$ cat config.mk
export PLATFORM = sky130hd
export DESIGN_NAME = nibble_serial_addsub_ctrl
export DESIGN_NICKNAME = d
export VERILOG_FILES = /design/src/rtl/nibble_serial_addsub_ctrl_pkg.sv /design/src/rtl/full_adder.sv /design/src/rtl/nibble_serial_addsub_ctrl_nibble_addsub.sv /design/src/rtl/nibble_serial_addsub_ctrl.sv
export SDC_FILE = /design/constraint.sdc
export NUM_CORES = 1
export LEC_CHECK = 0
export BUFFER_PORTS_ARGS = -buffer_cell sky130_fd_sc_hd__buf_2
export CAP_MARGIN = 15
export CORE_ASPECT_RATIO = 1.2
export CORE_UTILIZATION = 54
export DETAILED_ROUTE_END_ITERATION = 6
export GPL_ROUTABILITY_DRIVEN = 0
export MAX_ROUTING_LAYER = met4
export PLACE_DENSITY_LB_ADDON = 0.25
export SLEW_MARGIN = 20
export SYNTH_ARGS = -nofsm -noshare
export SYNTH_HDL_FRONTEND = slang
export SYNTH_SLANG_ARGS = --single-unit
export TNS_END_PERCENT = 100
$ cat constraint.sdc
create_clock -name clk -period 3.95 [get_ports clk]
set_input_delay 0.9875 -clock clk [delete_from_list [all_inputs] [get_ports clk]]
set_output_delay 0.9875 -clock clk [all_outputs]
set_load 0.03 [all_outputs]
$ cat src/rtl/nibble_serial_addsub_ctrl_pkg.sv
// Shared types for the nibble-serial add/sub sequencer.
// Holds the FSM state encoding and the datapath slice width.
package nibble_serial_addsub_ctrl_pkg;

  typedef enum logic [1:0] {
    IDLE = 2'd0,
    RUN  = 2'd1,
    DONE = 2'd2
  } state_t;

  localparam int NIB_W = 4;

endpackage

$ cat src/rtl/full_adder.sv
// One-bit full adder cell.
// Ports: a, b, ci in; s (sum), co (carry out) out.
module full_adder (
  input  logic a,
  input  logic b,
  input  logic ci,
  output logic s,
  output logic co
);

  assign s  = a ^ b ^ ci;
  assign co = (a & b) | (ci & (a ^ b));

endmodule

$ cat src/rtl/nibble_serial_addsub_ctrl_nibble_addsub.sv
// Combinational 4-bit ripple adder built from full_adder cells.
// Ports: a, b (pre-conditioned), cin in; sum, c3 (carry into bit 3), cout out.
module nibble_addsub
  import nibble_serial_addsub_ctrl_pkg::*;
(
  input  logic [NIB_W-1:0] a,
  input  logic [NIB_W-1:0] b,
  input  logic             cin,
  output logic [NIB_W-1:0] sum,
  output logic             c3,
  output logic             cout
);

  logic [NIB_W:0] c;

  assign c[0] = cin;

  for (genvar i = 0; i < NIB_W; i++) begin : g_fa
    full_adder u_fa (
      .a  (a[i]),
      .b  (b[i]),
      .ci (c[i]),
      .s  (sum[i]),
      .co (c[i+1])
    );
  end

  assign c3   = c[NIB_W-1];
  assign cout = c[NIB_W];

endmodule

$ cat src/rtl/nibble_serial_addsub_ctrl.sv
// WIDTH-bit add/subtract sequenced one nibble per clock, LSB first.
// Ports: clk, rst; in_valid/in_ready, op_a, op_b, sub; out_valid/out_ready, result, cout_or_borrow, overflow.
module nibble_serial_addsub_ctrl
  import nibble_serial_addsub_ctrl_pkg::*;
#(
  parameter  int WIDTH = 16,
  localparam int NIB   = WIDTH / 4
) (
  input  logic             clk,
  input  logic             rst,
  input  logic             in_valid,
  output logic             in_ready,
  input  logic [WIDTH-1:0] op_a,
  input  logic [WIDTH-1:0] op_b,
  input  logic             sub,
  output logic             out_valid,
  input  logic             out_ready,
  output logic [WIDTH-1:0] result,
  output logic             cout_or_borrow,
  output logic             overflow
);

  localparam int IW = (NIB > 1) ? $clog2(NIB) : 1;

  if (WIDTH < 4 || (WIDTH % 4) != 0) begin : g_bad_width
    $error("WIDTH must be a multiple of 4 and at least 4");
  end

  state_t state, next;

  logic [WIDTH-1:0] a_q, b_q, res_q;
  logic             sub_q, carry, cob_q, ovf_q;
  logic [IW-1:0]    idx;

  logic [NIB_W-1:0] a_nib, b_raw, b_nib, sum;
  logic             c3, cout, last, accept;

  assign last   = (idx == IW'(NIB - 1));
  assign accept = in_valid && in_ready;

  always_comb begin
    a_nib = '0;
    b_raw = '0;
    for (int i = 0; i < NIB; i++) begin
      if (idx == IW'(i)) begin
        a_nib = a_q[i*NIB_W +: NIB_W];
        b_raw = b_q[i*NIB_W +: NIB_W];
      end
    end
  end

  // Subtract is a + ~b + 1: invert b here, the +1 enters as the initial carry.
  assign b_nib = b_raw ^ {NIB_W{sub_q}};

  nibble_addsub u_nib (
    .a    (a_nib),
    .b    (b_nib),
    .cin  (carry),
    .sum  (sum),
    .c3   (c3),
    .cout (cout)
  );

  always_ff @(posedge clk) begin
    if (rst) state <= IDLE;
    else     state <= next;
  end

  always_comb begin
    next      = state;
    in_ready  = 1'b0;
    out_valid = 1'b0;
    unique case (state)
      IDLE: begin
        in_ready = 1'b1;
        if (in_valid) next = RUN;
      end
      RUN: begin
        if (last) next = DONE;
      end
      DONE: begin
        out_valid = 1'b1;
        if (out_ready) next = IDLE;
      end
      default: next = IDLE;
    endcase
  end

  always_ff @(posedge clk) begin
    if (rst) begin
      a_q   <= '0;
      b_q   <= '0;
      sub_q <= 1'b0;
      carry <= 1'b0;
      idx   <= '0;
      res_q <= '0;
      cob_q <= 1'b0;
      ovf_q <= 1'b0;
    end else begin
      unique case (state)
        IDLE: begin
          if (accept) begin
            a_q   <= op_a;
            b_q   <= op_b;
            sub_q <= sub;
            carry <= sub;
            idx   <= '0;
          end
        end
        RUN: begin
          for (int i = 0; i < NIB; i++) begin
            if (idx == IW'(i)) res_q[i*NIB_W +: NIB_W] <= sum;
          end
          carry <= cout;
          idx   <= last ? '0 : idx + 1'b1;
          if (last) begin
            cob_q <= cout;
            ovf_q <= c3 ^ cout;
          end
        end
        default: ;
      endcase
    end
  end

  assign result         = res_q;
  assign cout_or_borrow = cob_q;
  assign overflow       = ovf_q;

endmodule

# --- Yosys cells after proc, flatten, opt, wreduce, memory -nomap -nowiden ---
# Index checks and enable logic that the tools add are counted.
word_totals:
  ff_bits: 56
  in_bits: 37
  out_inout_bits: 20
  elab_cells: 74
op_classes:
  n_addsub: 1
  eq_ne: 9
  n_mux: 19
  bitwise_logic: 22
  n_reduce_logical: 11
op_table:
  columns: ["cell", "n"]
  rows:
  - ["4-bit two-way mux", 8]
  - ["2-bit AND reduction", 6]
  - ["2-bit two-way mux", 5]
  - ["1-bit XOR", 9]
  - ["1-bit bitwise AND", 8]
  - ["2-bit inequality test, second input constant", 4]
  - ["2-bit equality test, second input constant", 3]
  - ["2-bit case mux with 3 select lines", 1]
  - ["2-bit by 1-bit equality test with 1-bit output, second input constant", 2]
  - ["2-bit logical NOT", 2]
  - ["1-bit OR", 4]
  - ["2-bit case mux with 2 select lines", 1]
  - ["4-bit XOR", 1]
  - ["1-bit two-way mux", 3]
  - ["3-bit AND reduction", 1]
  - ["2-bit by 1-bit adder with 2-bit output, second input constant", 1]
  - ["1-bit case mux with 2 select lines", 1]
  - ["2-bit nonzero test", 1]
  - ["1-bit logical AND", 1]

# --- Logic depth before layout (Yosys ltp) ---
# Gate-level depths: netlist of the first run.
logic_depth:
  word_depth: 16
  mapped_depth: 16
  ltp_nobuf: 15

# --- Cells and area by module ---
# Synthesis of the first run repeated with hierarchy kept, for this count alone.
hier_totals:
  hier_cells: 290
  hier_area_um2: 2596.2
by_module_without_submodules:
  columns: ["mod", "instances", "cells_each", "area_each_um2", "seq_area_each_um2"]
  rows:
  - ["nibble_serial_addsub_ctrl", 1, 286, 2516.2, 1121.1]
  - ["full_adder", 4, 1, 20.0, 0.0]

# --- Least setup slack after synthesis of the first run ---
# No wires, ideal clock.
synth_timing:
  path_kind: "register to register"
  start: "register idx[1]"
  end: "register carry"
  setup_ns: 0.095
  arrival_time_ns: 3.056
  t_required_ns: 3.855
  path_slack_ns: 0.798
  path_stages_with_launch: 17
  n_path_buf: 1
  period_less_slack_ns: 3.152
  path_cell_list: "dfxtp_1 > inv_1 > ha_1 > buf_2 > a211oi_1 > a221oi_2 > xnor2_1 > fa_1 > inv_1 > fa_1 > inv_1 > fa_1 > inv_1 > fa_1 > inv_1 > a22o_2 > a221oi_1"
synth_between:
  elab_chain_len: 16
  word_cells_on_any_way: 30
  classes_between: "eq/ne: 3; mux: 9; bitwise: 17; reduce/logical: 1"
synth_lines:
  columns: ["item", "line", "source"]
  rows:
  - ["from (decl)", "nibble_serial_addsub_ctrl.sv:33", "logic [IW-1:0] idx;"]
  - ["from (signal assigned)", "nibble_serial_addsub_ctrl.sv:115", "idx <= last ? '0 : idx + 1'b1;"]
  - ["2-bit logical NOT", "nibble_serial_addsub_ctrl.sv:45", "if (idx == IW'(i)) begin"]
  - ["4-bit two-way mux (4 in series)", "nibble_serial_addsub_ctrl.sv:45", null]
  - ["4-bit XOR", "nibble_serial_addsub_ctrl.sv:53", "assign b_nib = b_raw ^ {NIB_W{sub_q}};"]
  - ["1-bit XOR", "full_adder.sv:12", "assign co = (a & b) | (ci & (a ^ b));"]
  - ["1-bit bitwise AND", "full_adder.sv:12", null]
  - ["1-bit OR", "full_adder.sv:12", null]
  - ["1-bit bitwise AND", "full_adder.sv:12", null]
  - ["1-bit OR", "full_adder.sv:12", null]
  - ["1-bit bitwise AND", "full_adder.sv:12", null]
  - ["1-bit OR", "full_adder.sv:12", null]
  - ["1-bit bitwise AND", "full_adder.sv:12", null]
  - ["1-bit OR (*)", "full_adder.sv:12", null]
  - ["via cout", "nibble_serial_addsub_ctrl.sv:36", "logic c3, cout, last, accept;"]
  - ["1-bit case mux with 2 select lines (*)", "nibble_serial_addsub_ctrl.sv:100", "unique case (state)"]
  - ["to (signal assigned)", "nibble_serial_addsub_ctrl.sv:106", "carry <= sub;"]
  - ["to (signal assigned)", "nibble_serial_addsub_ctrl.sv:114", "carry <= cout;"]
  - ["to (decl)", "nibble_serial_addsub_ctrl.sv:32", "logic sub_q, carry, cob_q, ovf_q;"]
# Mark *: on every way through the listed nets, which the timed path passes. The rest lies on a longest branch.
# A chain may end at the register's enable or synchronous reset.

# --- Final worst setup path of the first run ---
layout_timing:
  start: "register idx[0]"
  end: "register carry"
# The elaborated chain is that of the path after synthesis.

==> results of run 1 <==
[kinds of logic after synthesis]
family / synth area share, %
adder cells (fa/ha/maj): 5.034
multiplexers: 4.260
buffers and inverters: 9.003
flip-flops: 43.37
XOR/XNOR: 1.694
AO/OA/AOI/OAI: 17.09
AND/OR/NAND/NOR: 19.55
[per-layer routing]
metal	track usage [%]	vias up	share of wire [%]
li1	-	1069	-
met1	26.86	947	43
met2	38.25	50	50
met3	5.147	16	3.3
met4	12.83	0	3.5
met5	-	-	0
[sequential cells by signal (all words and copies together), names as in the netlist]
register,count
b_q,16
sub_q,1
overflow,1
result,16
carry,1
idx,2
state,2
a_q,16
cout_or_borrow,1
[metrics by stage]
stage	util, %	cells	instance area [um^2]	setup WS (ps)
after global placement	60.51	388	2780	647.6
after CTS	62.94	396	2892	398.3
final	62.94	396	2892	387.3
after floorplan	-	296	2585	798.3
after detailed placement	60.51	388	2780	433.9
after global routing	62.94	396	2892	165.2
[worst min-delay path: cells and delay by family, from the launching register on]
kind,cells,cell delay [ps]
AOI/OAI and AO/OA,1,50
DFF,1,320
and+or+nand+nor,1,50
[cell usage after synthesis (all sizes together)]
master and n:
mux2i 11, nand3b 4, a32oi 2, nor2 24, inv 16, a221o 2, xnor2 3, clkbuf 6
a21oi 36, or3b 1, and2b 1, dfxtp 56, and3b 4, a211oi 12, xor2 2, nor3b 5
fa 4, o31ai 2, nor3 1, o21bai 1, ha 4, nand2 68, buf 18, nor2b 3
a22oi 2, a221oi 7, a22o 1
[worst paths after layout]
kind	from	to	slack [ps]
setup / recovery	idx[0]$_SDFFE_PP0P_	carry$_SDFFE_PP0P_	390
hold / removal	b_q[13]$_SDFFE_PP0P_	b_q[13]$_SDFFE_PP0P_	460
setup reg to reg	idx[0]$_SDFFE_PP0P_	carry$_SDFFE_PP0P_	390
hold reg to reg	b_q[13]$_SDFFE_PP0P_	b_q[13]$_SDFFE_PP0P_	460
[cell usage in the layout (no fill, tap or decap), drive strengths merged, types with 5 or more instances in the layout]
cell type	instances
nand2	68
buf	58
dfxtp	56
a21oi	36
nor2	24
inv	16
a211oi	12
mux2i	11
a221oi	7
clkbuf	5
nor3b	5
[cell type report]
class                           instances  area, um^2
Clock buffer                            5       68.82
Clock inverter                          3       42.54
Fill cell                             432        1703
Inverter                               16       60.06
Multi-Input combinational cell        200        1231
Sequential cell                        56        1121
Tap cell                               58       72.57
Timing Repair Buffer                   58       295.3
[power by group]
part	total [uW]	switching, uW	internal [uW]
sequential	613	20.0	593
clock	378	190	188
combinational	183	109	74.5
total	1170	319	855
==> flow_summary.json, run 1 <==
{
  "outcome": "completed",
  "yosysSeqAreaShare_pct": 43.37,
  "hold_path.class": "reg -> reg",
  "post-route-min-period_ps": 3563,
  "drt-total-wl_mm": 5.378,
  "num_vias": 2082,
  "synth_area_um2": 2585,
  "crit_cells": 15,
  "synth_top_area_share_pct": 43.37,
  "hold_viol": 0,
  "end_kind": "register",
  "drtPass1Iterations": 4,
  "ant_nets": 0,
  "synth_cells": 296,
  "cp_num_buf_inv": 5,
  "rsz0062_at_grt": "no",
  "cts_tree": "done",
  "drt-initial-drc-count": 117,
  "syn-num-nets": 341,
  "setup_viol": 0,
  "synth_top_cell_by_area": "dfxtp_1",
  "grt_pass1_wl_mm": 8.949,
  "antenna_found_initial": 0,
  "fin_hold_ws_ps": 463.9,
  "cts_buffers": 5,
  "die_w_um": 65.16,
  "worst-setup-path-type": "reg -> reg",
  "core-area_um2": 4594,
  "yosys_warnings": 0,
  "relSlewSlack_pct": 34.22,
  "final_nets": 382,
  "path_clk_slew_ps": 100,
  "grt_max_degree": 57,
  "p_leak_uw": 0.001183,
  "drv_cap": 0,
  "post-cts-setup-buffers": 0,
  "boundaryPins": 57,
  "clockRootBuffer": "clkbuf_8",
  "clkSinkCount": 56,
  "cts_resized": 0,
  "crit_fanout": 17,
  "worst_slew_pin_slew_ps": 986.6,
  "dp_hpwl_mm": 3.796,
  "skew_ps": 11.37,
  "setup_tns_ps": 0,
  "clk_latency_ps": 320,
  "cts_max_level": 2,
  "die_y_um": 77.79,
  "worstPathArrival_ps": 3780,
  "synth_seq_cells": 56,
  "hold_depth": 2,
  "grt_pass1_vias": 1969,
  "fmax_mhz": 280.7,
  "wire_per_inst_um": 13.58,
  "post-route-period-util_pct": 90.19,
  "num_antenna_cells": 0,
  "reg2reg_depth": 15,
  "critical_path.top_delay_family": "adder cells",
  "routed_via_density": 5.258,
  "initial_core_util_pct": 56.26,
  "drive_above_1_share_pct": 23.08,
  "cp_common_cell": "inv_1",
  "power.density_nw_per_um2": 405.9,
  "synthTopCellsByArea": "dfxtp_1 (43%), nand2_1 (9.9%), a21oi_1 (7.0%)",
  "slew_viol_final": 0,
  "vdd_ir_drop_max_mv": 0.2696,
  "num_rows": 27,
  "cts_buffer_depth": 2,
  "syn_to_final_growth_pct": 11.86,
  "overflow": 0,
  "worstPathCellList": "inv_1 -> ha_1 -> a211oi_1 -> a221oi_2 -> xnor2_1 -> fa_1 -> inv_1 -> fa_1 -> inv_1 -> fa_1 -> inv_1 -> fa_1 -> inv_1 -> a22o_2 -> a221oi_1",
  "syn_area_per_cell_um2": 8.733,
  "slowest_delay_ps": 420,
  "die_area_um2": 5069,
  "synth_cell_type_count": 32,
  "portBuffers": 56,
  "p_total_uw": 1174,
  "drc": 0,
  "track_usage_pct": 23.67,
  "worst_path_max_delay_cell": "dfxtp_1",
  "cp-start-kind": "register",
  "cts_hold_buffers": 0,
  "critPathRequiredTime_ps": 4170
}
(Power assumes the default switching activity.)
==> inputs of run 2 (changes only) <==
--- a/config.mk
+++ b/config.mk
@@ -8,10 +8,9 @@
 export BUFFER_PORTS_ARGS = -buffer_cell sky130_fd_sc_hd__buf_2
 export CAP_MARGIN = 15
 export CORE_ASPECT_RATIO = 1.2
-export CORE_UTILIZATION = 54
+export CORE_UTILIZATION = 35
 export DETAILED_ROUTE_END_ITERATION = 6
 export GPL_ROUTABILITY_DRIVEN = 0
-export MAX_ROUTING_LAYER = met4
 export PLACE_DENSITY_LB_ADDON = 0.25
 export SLEW_MARGIN = 20
 export SYNTH_ARGS = -nofsm -noshare
==> constraint.sdc (replaced) <==
create_clock -name clk -period 4.3 [get_ports clk]
set_input_delay 1.075 -clock clk [delete_from_list [all_inputs] [get_ports clk]]
set_output_delay 1.075 -clock clk [all_outputs]
set_load 0.03 [all_outputs]
==> flow_summary.json, run 2 (synthesis results as in run 1) <==
{
  "reg2reg_depth": 15,
  "portBuffers": 56,
  "ant_nets": 0,
  "slew_viol_final": 0,
  "skew_ps": 3.947,
  "worst_slew_pin_slew_ps": 1005,
  "boundaryPins": 57,
  "multi_input_area_um2": 1231,
  "outcome": "completed",
  "die_area_um2": 7734,
  "hp-start": "a_q[10]$_SDFFE_PP0P_",
  "regToRegSetupSlack_ps": 830,
  "rr_startpoint": "idx[1]$_SDFFE_PP0P_",
  "drt-total-wl_mm": 5.504,
  "vdd_ir_drop_max_mv": 0.1297,
  "drv_cap": 0,
  "overflow": 0,
  "crit_fanout": 14,
  "worstPathCellList": "inv_1 -> ha_1 -> nor2b_1 -> a221o_1 -> a22oi_1 -> fa_1 -> inv_1 -> fa_1 -> inv_1 -> fa_1 -> inv_1 -> fa_1 -> inv_1 -> a22o_2 -> a221oi_1",
  "final_nets": 382,
  "drc": 0,
  "power.density_nw_per_um2": 344.7,
  "p_leak_uw": 0.001172,
  "hold_depth": 2,
  "post-cts-setup-buffers": 0,
  "drt-initial-drc-count": 131,
  "drtPass1Iterations": 4,
  "area.sequential_um2": 1121,
  "p_total_uw": 1000,
  "design_area_um2": 2902,
  "worstPathArrival_ps": 3680,
  "final_common_cell": "nand2_1",
  "cts_buffers": 5,
  "cts_tree": "done",
  "fillers": 751,
  "cp_num_buf_inv": 5,
  "clkSinkCount": 56,
  "fin_hold_ws_ps": 461.8,
  "path_clk_slew_ps": 90,
  "grt_pass1_wl_mm": 9.183,
  "worst_path_max_delay_cell": "dfxtp_1",
  "hold_viol": 0,
  "cp_common_cell": "inv_1",
  "syn_to_final_growth_pct": 12.25,
  "critPathRequiredTime_ps": 4510,
  "placed_cells": 416,
  "setup_viol": 0,
  "grt_pass1_vias": 1906,
  "cts_buffer_depth": 2,
  "relSlewSlack_pct": 32.99,
  "cts_hold_buffers": 0,
  "fmax_mhz": 288.1,
  "post-route-min-period_ps": 3471,
  "die_w_um": 80.45,
  "initial_core_util_pct": 37.05,
  "setup_tns_ps": 0,
  "antenna_found_initial": 0,
  "clockRootBuffer": "clkbuf_8",
  "num_rows": 33,
  "min_to": "a_q[10]$_SDFFE_PP0P_",
  "die_y_um": 96.14,
  "rsz0062_at_grt": "no",
  "slowest_delay_ps": 390,
  "stdcell_count": 424,
  "dp_hpwl_mm": 4.033,
  "cts_resized": 0,
  "hold_path.class": "reg -> reg",
  "track_usage_pct": 15.51,
  "reg2reg_to": "carry$_SDFFE_PP0P_",
  "cp-start-kind": "register",
  "critical_path.top_delay_family": "adder cells",
  "routed_via_density": 4.849,
  "postPlaceCellArea_um2": 2809,
  "num_antenna_cells": 0,
  "end_kind": "register",
  "grt_max_degree": 57,
  "cts_max_level": 2,
  "worst-setup-path-type": "reg -> reg",
  "post-route-period-util_pct": 80.73,
  "wire_per_inst_um": 12.98,
  "clk_latency_ps": 300,
  "num_vias": 2056,
  "final_cell_mix": "nand2_1 (68), dfxtp_1 (56), buf_2 (56), a21oi_1 (36), nor2_1 (24)",
  "core-area_um2": 6978,
  "drive_above_1_share_pct": 22.55
}
-- run 2: worst max path at each step --
stage / endpoint / cells past startpoint / startpoint / slack [ps]
final: carry$_SDFFE_PP0P_ / 15 / idx[1]$_SDFFE_PP0P_ / 830
after global routing: result[11]$_SDFFE_PP0P_ / 14 / idx[0]$_SDFFE_PP0P_ / 560
after CTS: overflow$_SDFFE_PP0P_ / 14 / idx[0]$_SDFFE_PP0P_ / 820
after detailed placement: overflow$_SDFFE_PP0P_ / 14 / idx[0]$_SDFFE_PP0P_ / 820
after global placement: overflow$_SDFFE_PP0P_ / 15 / idx[1]$_SDFFE_PP0P_ / 900
after floorplan: carry$_SDFFE_PP0P_ / 16 / idx[1]$_SDFFE_PP0P_ / 1150
-- run 2: routing by layer --
metal	track usage, %	up-vias	share of wire, %
li1	-	1064	-
met1	19.10	937	45
met2	27.12	48	50
met3	3.223	7	4.0
met4	4.315	0	1.5
met5	0	-	0
-- run 2: area by class of cell --
cell class	count	area share, %
Clock buffer	6	2.501
Clock inverter	1	0.1725
Inverter	16	2.070
Multi-Input combinational cell	200	42.43
Sequential cell	56	38.64
Tap cell	87	3.752
Timing Repair Buffer	58	10.44
-- run 2: through the flow --
step | setup slack [ps] | utilization [%]
after floorplan | 1148 | -
after global placement | 900.9 | 40.25
after detailed placement | 819.9 | 40.25
after CTS | 817.6 | 41.37
after global routing | 558.7 | 41.58
final | 828.8 | 41.58
-- run 2: report_power, final --
part / internal [uW] / total, uW / leakage, uW / switching (uW)
registers: 544 / 562 / 0.000458 / 17.8
logic: 69.5 / 170 / 0.000674 / 100
clock network: 111 / 268 / 0.0000410 / 157
total: 725 / 1000 / 0.00117 / 275
-- run 2: worst reg2reg max path: stages, from the launching register on --
cell and delay [ps]:
dfxtp_1 390, inv_1 80, ha_1 350, nor2b_1 360, a221o_1 220, a22oi_1 90
fa_1 390, inv_1 80, fa_1 150, inv_1 50, fa_1 390, inv_1 90
fa_1 220, inv_1 50, a22o_2 250, a221oi_1 220
